<file path="src/rtl/dice_pkg.sv">
// Shared die-face type, legal face range and legality check for the roll collector.
package dice_pkg;

    typedef logic [2:0] face_t;

    localparam face_t FACE_MIN  = 3'd1;
    localparam face_t FACE_MAX  = 3'd6;
    localparam int    NUM_FACES = 6;

    function automatic logic is_legal(input face_t f);
        return (f >= FACE_MIN) && (f <= FACE_MAX);
    endfunction

endpackage

</file>
<file path="src/rtl/roll_fifo.sv">
// Small valid/ready FIFO of die faces; extra pointer bit separates full from empty.
module roll_fifo
    import dice_pkg::*;
#(
    parameter int DEPTH = 4
) (
    input  logic  clk,
    input  logic  rstn,
    input  logic  in_valid,
    input  face_t in_data,
    output logic  in_ready,
    output logic  out_valid,
    output face_t out_data,
    input  logic  out_ready
);

    localparam int AW = $clog2(DEPTH);

    logic [AW:0] wr_ptr_q, wr_ptr_d;
    logic [AW:0] rd_ptr_q, rd_ptr_d;
    face_t       mem_q [DEPTH];
    logic        full, empty, push, pop;

    assign full      = (wr_ptr_q[AW] != rd_ptr_q[AW]) && (wr_ptr_q[AW-1:0] == rd_ptr_q[AW-1:0]);
    assign empty     = (wr_ptr_q == rd_ptr_q);
    assign in_ready  = !full;
    assign out_valid = !empty;
    assign push      = in_valid && in_ready;
    assign pop       = out_valid && out_ready;
    assign out_data  = empty ? '0 : mem_q[rd_ptr_q[AW-1:0]];

    always_comb begin
        wr_ptr_d = wr_ptr_q + {{AW{1'b0}}, push};
        rd_ptr_d = rd_ptr_q + {{AW{1'b0}}, pop};
    end

    always_ff @(posedge clk) begin
        if (!rstn) begin
            wr_ptr_q <= '0;
            rd_ptr_q <= '0;
        end else begin
            wr_ptr_q <= wr_ptr_d;
            rd_ptr_q <= rd_ptr_d;
        end
    end

    // Storage is unreset; a push coinciding with reset is simply dropped.
    always_ff @(posedge clk) begin
        if (rstn && push) begin
            mem_q[wr_ptr_q[AW-1:0]] <= in_data;
        end
    end

endmodule

</file>
<file path="src/rtl/dice_roll_collector.sv">
// Buffers die rolls in a FIFO and keeps saturating per-face counts, a total and a sticky error flag.
module dice_roll_collector
    import dice_pkg::*;
#(
    parameter int DEPTH = 4,
    parameter int CNT_W = 8
) (
    input  logic             clk,
    input  logic             rstn,
    input  logic             in_valid,
    input  logic [2:0]       in_roll,
    output logic             in_ready,
    output logic             out_valid,
    output logic [2:0]       out_roll,
    input  logic             out_ready,
    input  logic             clr,
    input  logic [2:0]       face_sel,
    output logic [CNT_W-1:0] face_cnt,
    output logic [15:0]      total,
    output logic             err
);

    logic             roll_legal, accept;
    logic [CNT_W-1:0] cnt_q [NUM_FACES];
    logic [CNT_W-1:0] cnt_d [NUM_FACES];
    logic [15:0]      total_q, total_d;
    logic             err_q, err_d;
    logic [CNT_W-1:0] face_cnt_q, face_cnt_d;

    assign roll_legal = is_legal(in_roll);
    assign accept     = in_valid && in_ready;

    // Illegal rolls still consume a slot of the handshake but never reach the FIFO.
    roll_fifo #(.DEPTH(DEPTH)) u_fifo (
        .clk       (clk),
        .rstn      (rstn),
        .in_valid  (in_valid && roll_legal),
        .in_data   (in_roll),
        .in_ready  (in_ready),
        .out_valid (out_valid),
        .out_data  (out_roll),
        .out_ready (out_ready)
    );

    always_comb begin
        cnt_d      = cnt_q;
        total_d    = total_q;
        err_d      = err_q;
        face_cnt_d = '0;
        if (clr) begin
            for (int i = 0; i < NUM_FACES; i++) cnt_d[i] = '0;
            total_d = '0;
            err_d   = 1'b0;
        end else begin
            if (accept && roll_legal) begin
                for (int i = 0; i < NUM_FACES; i++) begin
                    if (in_roll == face_t'(i + 1) && cnt_q[i] != '1) cnt_d[i] = cnt_q[i] + CNT_W'(1);
                end
                if (total_q != '1) total_d = total_q + 16'd1;
            end else if (accept) begin
                err_d = 1'b1;
            end
            for (int i = 0; i < NUM_FACES; i++) begin
                if (face_sel == face_t'(i + 1)) face_cnt_d = cnt_q[i];
            end
        end
    end

    always_ff @(posedge clk) begin
        if (!rstn) begin
            for (int i = 0; i < NUM_FACES; i++) cnt_q[i] <= '0;
            total_q    <= '0;
            err_q      <= 1'b0;
            face_cnt_q <= '0;
        end else begin
            cnt_q      <= cnt_d;
            total_q    <= total_d;
            err_q      <= err_d;
            face_cnt_q <= face_cnt_d;
        end
    end

    assign face_cnt = face_cnt_q;
    assign total    = total_q;
    assign err      = err_q;

endmodule
</file>
<file path="config.mk">
export PLATFORM = sky130hd
export DESIGN_NAME = dice_roll_collector
export DESIGN_NICKNAME = d
export VERILOG_FILES = /design/src/rtl/dice_pkg.sv /design/src/rtl/roll_fifo.sv /design/src/rtl/dice_roll_collector.sv
export SDC_FILE = /design/constraint.sdc
export NUM_CORES = 1
export LEC_CHECK = 0
export CORE_ASPECT_RATIO = 1.25
export CORE_MARGIN = 2
export CORE_UTILIZATION = 23
export DETAILED_ROUTE_END_ITERATION = 10
export PLACE_DENSITY = 0.38
export SLEW_MARGIN = 20
export SYNTH_ARGS = -nofsm -noshare
export SYNTH_HDL_FRONTEND = slang
export SYNTH_SLANG_ARGS = --single-unit
</file>
<file path="constraint.sdc">
create_clock -name clk -period 2.69 [get_ports clk]
set_input_delay 0.4035 -clock clk [delete_from_list [all_inputs] [get_ports clk]]
set_output_delay 0.4035 -clock clk [all_outputs]
set_load 0.005 [all_outputs]
</file>
=== Yosys cells after proc, flatten, opt, wreduce, memory -nomap -nowiden ===
Memory sizes are Yosys's and may differ from the RTL's. A register that Yosys moved wholly into a read port is not among the register bits.
Cells that the tools add are included.

* Register bits after elaboration: 79
* Latch bits: 0
* Bits in writable memories: 12
* Memory bits (read-only): 0
* Bits of input ports: 11
* Output and inout port bits: 30
* Word-level logic and storage cells: 82
* Memories kept: 1

* Add/subtract/negate cells: 9
* Multipliers: 0
* Div/mod/pow operators: 0
* Order comparisons: 2
* Equal/unequal tests: 22
* Shift operators: 0
* Mux-type cells: 10
* Bitwise operators: 2
* Reduce and logical (&&, ||, !) cells: 25

{| class="wikitable"
|+ Memory list
! memory !! depth !! bits a word !! read ports !! clocked after memory_dff !! wr ports !! line !! text
|-
| u_fifo.mem_q || 4 || 3 || 1 || 1 || 1 || roll_fifo.sv:21 || <nowiki>face_t mem_q [DEPTH];</nowiki>
|}

{| class="wikitable"
|+ Operators by type and width
! cell !! number
|-
| adder 8 x 1 -> 8 bit (second input constant) || 6
|-
| two-way mux 8 bit || 6
|-
| inequality test 8 bit (second input constant) || 6
|-
| == test 3 bit (second input constant) || 6
|-
| adder 16 x 1 -> 16 bit (second input constant) || 1
|-
| inequality test 16 bit (second input constant) || 1
|-
| AND reduction 2 bit || 8
|-
| logical AND 1 bit || 14
|-
| == test 3 x 2 -> 1 bit (second input constant) || 4
|-
| adder 3 x 1 -> 3 bit || 2
|-
| == test 3 x 1 -> 1 bit (second input constant) || 2
|-
| == test 3 bit || 1
|-
| >= comparator 3 x 1 -> 1 bit (second input constant) || 1
|-
| <= comparator 3 bit (second input constant) || 1
|-
| two-way mux 3 bit || 1
|-
| == test 2 bit || 1
|-
| logical NOT 1 bit || 2
|-
| two-way mux 1 bit || 2
|-
| two-way mux 2 bit || 1
|-
| NOT 1 bit || 2
|-
| OR reduction 2 bit || 1
|-
| inequality test 1 bit || 1
|}

=== Depth between registers and ports, before layout ===
Gate-level depths: netlist of run 1.

* Depth after elaboration: 7
* Mapped depth: 9
* Depth with buffers taken out: 8

=== By module ===
Synthesis of run 1 repeated with hierarchy kept, for this count alone.

* Cell total of the unflattened synthesis: 534
* Area total of the unflattened synthesis: 4777.1 um^2

{| class="wikitable"
|+ Modules (own cells, without submodules)
! module !! times used !! cells each !! area each (um^2) !! seq. area each (um^2)
|-
| dice_roll_collector || 1 || 482 || 3988.8 || 1461.4
|-
| roll_fifo || 1 || 52 || 788.3 || 480.5
|}

=== Worst setup path after synthesis of run 1 ===
Ideal clock, no wire load.

* Path kind: register -> register
* Start: register u_fifo.rd_ptr_q[1]
* End: register u_fifo.wr_ptr_q[2]
* Setup time: 0.115 ns
* Arrival: 1.841 ns
* Required time: 2.575 ns
* Setup slack: 0.734 ns
* Stages on the path, launching flop included: 10
* Buffers on the path: 1
* Period minus slack after synthesis: 1.956 ns
* Cells stage by stage: dfxtp_1 xor2_1 nor3_1 inv_1 buf_4 and2_1 ha_1 ha_1 xor2_1 and2_1

* Longest elaborated chain between the ends: 5

{| class="wikitable"
|+ RTL lines
! item !! line !! text
|-
| start, declared || roll_fifo.sv:20 || <nowiki>logic [AW:0] rd_ptr_q, rd_ptr_d;</nowiki>
|-
| start signal, assigned || roll_fifo.sv:43 || <nowiki>rd_ptr_q <= rd_ptr_d;</nowiki>
|-
| == test 2 bit || roll_fifo.sv:24 || <nowiki>assign full = (wr_ptr_q[AW] != rd_ptr_q[AW]) && (wr_ptr_q[AW-1:0] == rd_ptr_q[AW-1:0]);</nowiki>
|-
| logical AND 1 bit || roll_fifo.sv:24 ||
|-
| logical NOT 1 bit || roll_fifo.sv:26 || <nowiki>assign in_ready = !full;</nowiki>
|-
| named net in_ready || dice_roll_collector.sv:12 || <nowiki>output logic in_ready,</nowiki>
|-
| logical AND 1 bit || roll_fifo.sv:28 || <nowiki>assign push = in_valid && in_ready;</nowiki>
|-
| adder 3 x 1 -> 3 bit || roll_fifo.sv:33 || <nowiki>wr_ptr_d = wr_ptr_q + {{AW{1'b0}}, push};</nowiki>
|-
| end signal, assigned || roll_fifo.sv:42 || <nowiki>wr_ptr_q <= wr_ptr_d;</nowiki>
|-
| end, declared || roll_fifo.sv:19 || <nowiki>logic [AW:0] wr_ptr_q, wr_ptr_d;</nowiki>
|}

The timed path passes the listed nets, and every way through them passes these cells.
A chain may end at the register's enable or synchronous reset.

=== Worst setup path after layout of run 1 ===
* Start: register u_fifo.rd_ptr_q[2]
* End: output in_ready

* Longest elaborated chain between the ends: 3

{| class="wikitable"
|+ RTL lines
! item !! line
|-
| inequality test 1 bit || roll_fifo.sv:24
|-
| logical AND 1 bit || roll_fifo.sv:24
|-
| logical NOT 1 bit || roll_fifo.sv:26
|-
| end, declared || dice_roll_collector.sv:12
|}

Every way passes these cells.

==> out/metrics.yaml, run 1 <==
synth_top_area_share_pct: 35.1
place_congestion: 0.785
netlist_instances: 491
routed_wl_mm: 12.0
period_needed_ns: 2.58
final_common_cell: "dfxtp_1"
rsz0062_at_grt: "no"
cts_buffer_depth: 2
place_ws_ns: 0.149
critPathKind: "flop to output pin"
path_max_fanout: 7
netlist_area_um2: 4500
hold_path_class: "flop to flop"
grt_pass1_vias: 3687
fin_area_um2: 5610
detail_route.iter0.violations: 234
met1_usage_pct: 14.9
num_rows: 57
power_mw: 3.03
clkTransAtPathRegs_ns: 0.06
hold_viol_final: 0
place_area_um2: 5290
drv_slew: 0
synth_area_leader_cell: "dfxtp_1"
via_count: 3749
yosysWarnings: 0
ys_async_sr_fraction_pct: 0
cts.htree.levels: 3
cts_inserted_buffers: 9
grt_pass1_wl_mm: 19.6
final_cell_mix: "dfxtp_1, nor2_1, nand2_1"
period_share_pct: 95.9
final_nets: 560
syn_avg_cell_area_um2: 9.17
die-height_um: 160
synth.area.top_cells: "dfxtp_1, edfxtp_1, xnor2_1"
end_kind: "output pin"
synth.distinct_cells: 58
synth_edf_count: 12
fp.dieArea_um2: 20700
peakVddDrop_v: 0.000272
min_path_cells: 2
grt_max_degree: 52
startpoint_type: "flop"
area_growth_pct: 24.6
grt-ovfl-total: 0
ys_seq_elements: 91
ctsRootBufferMaster: "clkbuf_16"
core_region_area_um2: 19300
dpl.hpwl_mm: 8.68
max_freq_mhz: 388
tightest_slew_ns: 0.657
cts_tree: "yes"
worstPathArrival_ns: 2.18
cp.required_ns: 2.29
drc: 0
drive_above_1_share_pct: 8.30
die_x_um: 129
fin_cells: 807
synth_fp_nets: 513
pin_count: 41
ys.flop_type: "dfxtp_1"
max_slew_margin_pct: 56.2
met2_usage_pct: 21.1
setup_viol: 0
grt.busiest_layer: "met2"
dpl.cell_count: 792
via_per_inst: 4.65
clock_latency_ns: 0.35
reg2regPathDepth: 6
status: "finished, final reports clean"
maxCapViolCount: 0
drt_pre_antenna_iters: 4
worst_slack_ns: 0.111
p_leak_nw: 1.83
route.antenna.remaining_nets: 0
p_per_area_nw_per_um2: 540
met3_usage_pct: 1.63
antenna_found_initial: 0
final.setup.tns_ns: 0
yosysSeqAreaShare_pct: 43.1
track_usage_pct: 12.2
initial_core_util_pct: 23.3
wl_per_cell_um: 14.9
clock_sinks: 91
insertedDiodeCount: 0
port_buffers: 40
fin_worst_skew_ns: 0.00737
## cells in the mapped netlist, drive strengths merged (3+ instances only)
master,count
a21oi,27
and2,9
and3,3
and4,6
and4b,3
buf,5
clkbuf,16
dfxtp,79
edfxtp,12
ha,11
inv,6
mux2i,11
mux4,3
nand2,42
nand2b,3
nand3,23
nand4,12
nor2,57
nor2b,7
nor3,14
nor3b,6
nor4,9
nor4b,3
o2111a,7
o211ai,11
o21ai,21
o31ai,3
or3,12
or4,5
xnor2,31
xor2,11
## routing by layer
layer  up-vias  share of wire (%)
li1       1882                  -
met1      1814                 44
met2        42                 52
met3        11                2.2
met4         0                2.0
met5         -                  0
## report_power, final
group | total (mW) | leakage, nW | switching, mW | internal, mW
clock | 1.31 | 0.152 | 0.522 | 0.790
sequential | 1.42 | 0.747 | 0.0253 | 1.40
combinational | 0.295 | 0.929 | 0.145 | 0.150
total | 3.03 | 1.83 | 0.692 | 2.34
## final timing paths
path                       from                  to  slack (ns)
min reg2reg                 err                 err        0.48
min                         err                 err        0.48
max reg2reg  u_fifo.rd_ptr_q[2]  u_fifo.mem_q[0][2]        0.45
max          u_fifo.rd_ptr_q[2]            in_ready        0.11
## metrics by stage
| stage | utilization (%) | hold WS, ns |
|---|---|---|
| 2_1_floorplan | - | 0.461 |
| 3_3_place_gp | 27.4 | 0.456 |
| 3_5_place_dp | 27.4 | 0.476 |
| 4_1_cts | 28.9 | 0.491 |
| 5_1_grt | 29.0 | 0.514 |
| 6_report | 29.0 | 0.483 |
## critical path, cell delays in order, from the launching register on
cell             delay (ns)
dfxtp_1                0.33
xnor2_1                0.43
nor3_2                 0.11
inv_1                  0.23
buf_4                  0.22
clkdlybuf4s50_1        0.51
## layout make-up
class	instances	area [um^2]
clock inverter	2	35.0
tap	265	332
fill	2057	13700
multi-input combinational	373	2470
clock buffer	13	270
timing repair buffer	57	541
sequential	91	1940
inverter	6	22.5
## cell families (layout without fill, tap and decap cells)
kind of cell	Yosys count	count (layout)	synth area share [%]
buffers and inverters	27	78	2.56
flip-flops	91	91	43.1
XOR/XNOR	42	42	8.34
adder cells (fa/ha/maj)	11	11	3.06
AO/OA/AOI/OAI	84	84	12.3
multiplexers	15	15	4.45
AND/OR/NAND/NOR	221	221	26.2
## what timing repair did
item | CTS | global route
resized for setup | 0 | 2
hold buffers | 0 | 0
buffers inserted | 0 | 0
endpoints found under the setup margin | 0 | 1
## state kept, by name, indices dropped and copies added, names as in the netlist
register	count
u_fifo.mem_q	12
face_cnt	8
cnt_q	48
u_fifo.wr_ptr_q	3
total	16
err	1
u_fifo.rd_ptr_q	3
No activity file was read; power rests on OpenSTA's default activity.
==> run 2, diff against run 1 <==
--- a/config.mk
+++ b/config.mk
@@ -15,2 +15,3 @@
 export SYNTH_HDL_FRONTEND = slang
+export SYNTH_HIERARCHICAL = 1
 export SYNTH_SLANG_ARGS = --single-unit
--- a/constraint.sdc
+++ b/constraint.sdc
@@ -3,2 +3,2 @@
 set_output_delay 0.4035 -clock clk [all_outputs]
-set_load 0.005 [all_outputs]
+set_load 0.1 [all_outputs]
==> run 2 against run 1 <==
Effect of this change:
- routed wire length rose by 13%
- combinational power rose by 61%
- largest cell class unchanged
- critical path type is now flop to flop
- sequential cell count did not move
- power rose by 2.6%
- final area rose by 3.1%
- critical endpoint is now cnt_q[45]
==> out/metrics.yaml, run 2 <==
end_kind: "flop"
routed_wl_mm: 13.6  # +13%
clkTransAtPathRegs_ns: 0.07  # about the same
netlist_instances: 534  # +8.8%
synthMostInstantiatedCell: "dfxtp_1"
cts.htree.levels: 3  # unchanged
period_share_pct: 90.5  # -5.4 points
grt_pass1_vias: 4039  # +9.5%
max_slew_margin_pct: 53.4  # -2.8 points
place_ws_ns: 0.0544  # -0.0943 ns
setup_viol: 0  # unchanged
peakVddDrop_v: 0.000286  # +5.0%
met1_usage_pct: 14.9  # +0.054 points
cts_buffer_depth: 2  # unchanged
met2_usage_pct: 22.6  # +1.5 points
initial_core_util_pct: 23.6  # +0.30 points
postCtsHoldBufs: 0  # unchanged
hold_path_class: "flop to flop"
ys.flop_type: "dfxtp_1"
netlist_area_um2: 4780  # +6.1%
ys_seq_elements: 91  # unchanged
place_area_um2: 5500  # +4.0%
period_needed_ns: 2.43  # -0.145 ns
synth_top_area_share_pct: 33.1  # -2.0 points
synth_common_cells: "dfxtp_1, a21oi_1, nand2_1, nor2_1, nand3_1"
num_rows: 58  # +1.8%
yosysWarnings: 6  # +6
via_per_inst: 4.95  # +6.6%
synth.distinct_cells: 59  # +1.7%
drt_pre_antenna_iters: 4  # unchanged
final_common_cell: "dfxtp_1"
grt_max_degree: 31  # -40%
maxCapViolCount: 0  # unchanged
final.setup.tns_ns: 0  # unchanged
synth_area_leader_cell: "dfxtp_1"
die_x_um: 133  # +2.9%
grt_pass1_wl_mm: 21.9  # +12%
grt-ovfl-total: 0  # unchanged
largest_register_ffs: 48  # unchanged
rsz0062_at_grt: "no"
cp.required_ns: 2.97  # +0.68 ns
insertedDiodeCount: 0  # unchanged
synth.area.top_cells: "dfxtp_1, edfxtp_1, a21oi_1"
yosysSeqAreaShare_pct: 40.6  # -2.5 points
drive_above_1_share_pct: 15.0  # +6.7 points
cts_inserted_buffers: 9  # unchanged
synth_fp_nets: 556  # +8.4%
synth_edf_count: 12  # unchanged
max_freq_mhz: 411  # +6.0%
port_buffers: 40  # unchanged
post_cts_buffers: 0  # unchanged
via_count: 4235  # +13%
clock_latency_ns: 0.35  # about the same
worst_slack_ns: 0.256  # +0.145 ns
p_per_area_nw_per_um2: 537  # -0.52%
tightest_slew_ns: 0.699  # +0.0426 ns
reg2reg_setup_slack_ns: 0.26  # -0.19 ns
route.antenna.remaining_nets: 0  # unchanged
worstPathArrival_ns: 2.72  # +0.54 ns
place_congestion: 0.779  # -0.78%
fin_worst_skew_ns: 0.00685  # -0.000516 ns
area_growth_pct: 21.1
p_leak_nw: 1.99  # +9.0%
detail_route.iter0.violations: 143  # -39%
met3_usage_pct: 2.50  # +0.87 points
clock_sinks: 91  # unchanged
die-height_um: 165  # +2.9%
drv_slew: 0  # unchanged
path_max_fanout: 11  # +4
core_region_area_um2: 20200  # +4.8%
track_usage_pct: 12.6  # +0.42 points
ys_async_sr_fraction_pct: 0  # unchanged
critPathKind: "flop to flop"
final_cell_mix: "dfxtp_1, buf_4, a21oi_1"
cts_resized: 0  # unchanged
cts_tree: "yes"
fp.dieArea_um2: 21900  # +5.9%
dpl.hpwl_mm: 9.97  # +15%
status: "finished, final reports clean"
ctsRootBufferMaster: "clkbuf_16"
drc: 0  # unchanged
grt.busiest_layer: "met2"
top_register: "cnt_q"
fin_area_um2: 5780  # +3.1%
wl_per_cell_um: 15.9  # +7.0%
final_nets: 602  # +7.5%
antenna_found_initial: 0  # unchanged
syn_avg_cell_area_um2: 8.95  # -2.4%
startpoint_type: "flop"
hold_viol_final: 0  # unchanged
pin_count: 41  # unchanged
==> run 2: cell count changes in the layout (fill, tap and decap cells not counted), sizes merged, moves of 9 or more <==
cell           before  now
a31oi               2   12
a21oi              27   49
o31ai               3   18
or4                 5   19
xnor2              31    5
clkdlybuf4s50      40   10
o211ai             11    2
buf                17   52
nor2               57   32
==> run 2: final timing paths <==
check,from,cells past startpoint,to
setup / recovery,u_fifo/rd_ptr_q[0],8,cnt_q[45]
hold / removal,err,2,err
setup reg to reg,u_fifo/rd_ptr_q[0],8,cnt_q[45]
hold reg to reg,err,2,err
==> run 2: metal layers <==
layer  part of all wire [%]  routed length [um]
met1                     45                6100
met2                     51                6950
met3                    2.5                 345
met4                    1.5                 199
met5                      0                   0
==> run 2: logic make-up after synthesis <==
family / Yosys count / share of synthesized area [%]
simple gates: 226 / 26.6
compound gates: 137 / 19.3
flops: 91 / 40.6
buf+inv: 39 / 3.33
mux: 19 / 5.21
xor+xnor: 11 / 2.02
fa+ha+maj: 11 / 2.88
==> run 2: layout make-up <==
class | count | area (um^2)
multi-input combinational | 404 | 2690
inverter | 12 | 48.8
clock buffer | 9 | 225
clock inverter | 7 | 53.8
timing repair buffer | 62 | 490
fill | 2151 | 14500
sequential | 91 | 1940
tap | 270 | 338
==> run 2: report_power, final <==
part / total, mW / switching, mW / internal, mW
sequential: 1.42 / 0.0214 / 1.39
clock: 1.22 / 0.586 / 0.632
combinational: 0.474 / 0.341 / 0.133
total: 3.11 / 0.948 / 2.16
==> run 2: per-stage QoR <==
step	utilization, %	hold slack (ns)	std cells	power [mW]
floorplan	-	0.459	534	1.79
global placement	27.2	0.472	839	1.92
detailed placement	27.2	0.468	839	1.92
CTS	28.5	0.483	855	3.17
global route	28.6	0.507	855	3.25
finish	28.6	0.473	855	3.11
==> run 2: critical path: stages, from the launching register on <==
cell	delay, ns
dfxtp_1	0.47
xor2_1	0.24
nor3_2	0.13
clkinvlp_4	0.12
buf_4	0.16
nand4b_1	0.14
a311o_1	0.46
or4_1	0.50
a21oi_1	0.14
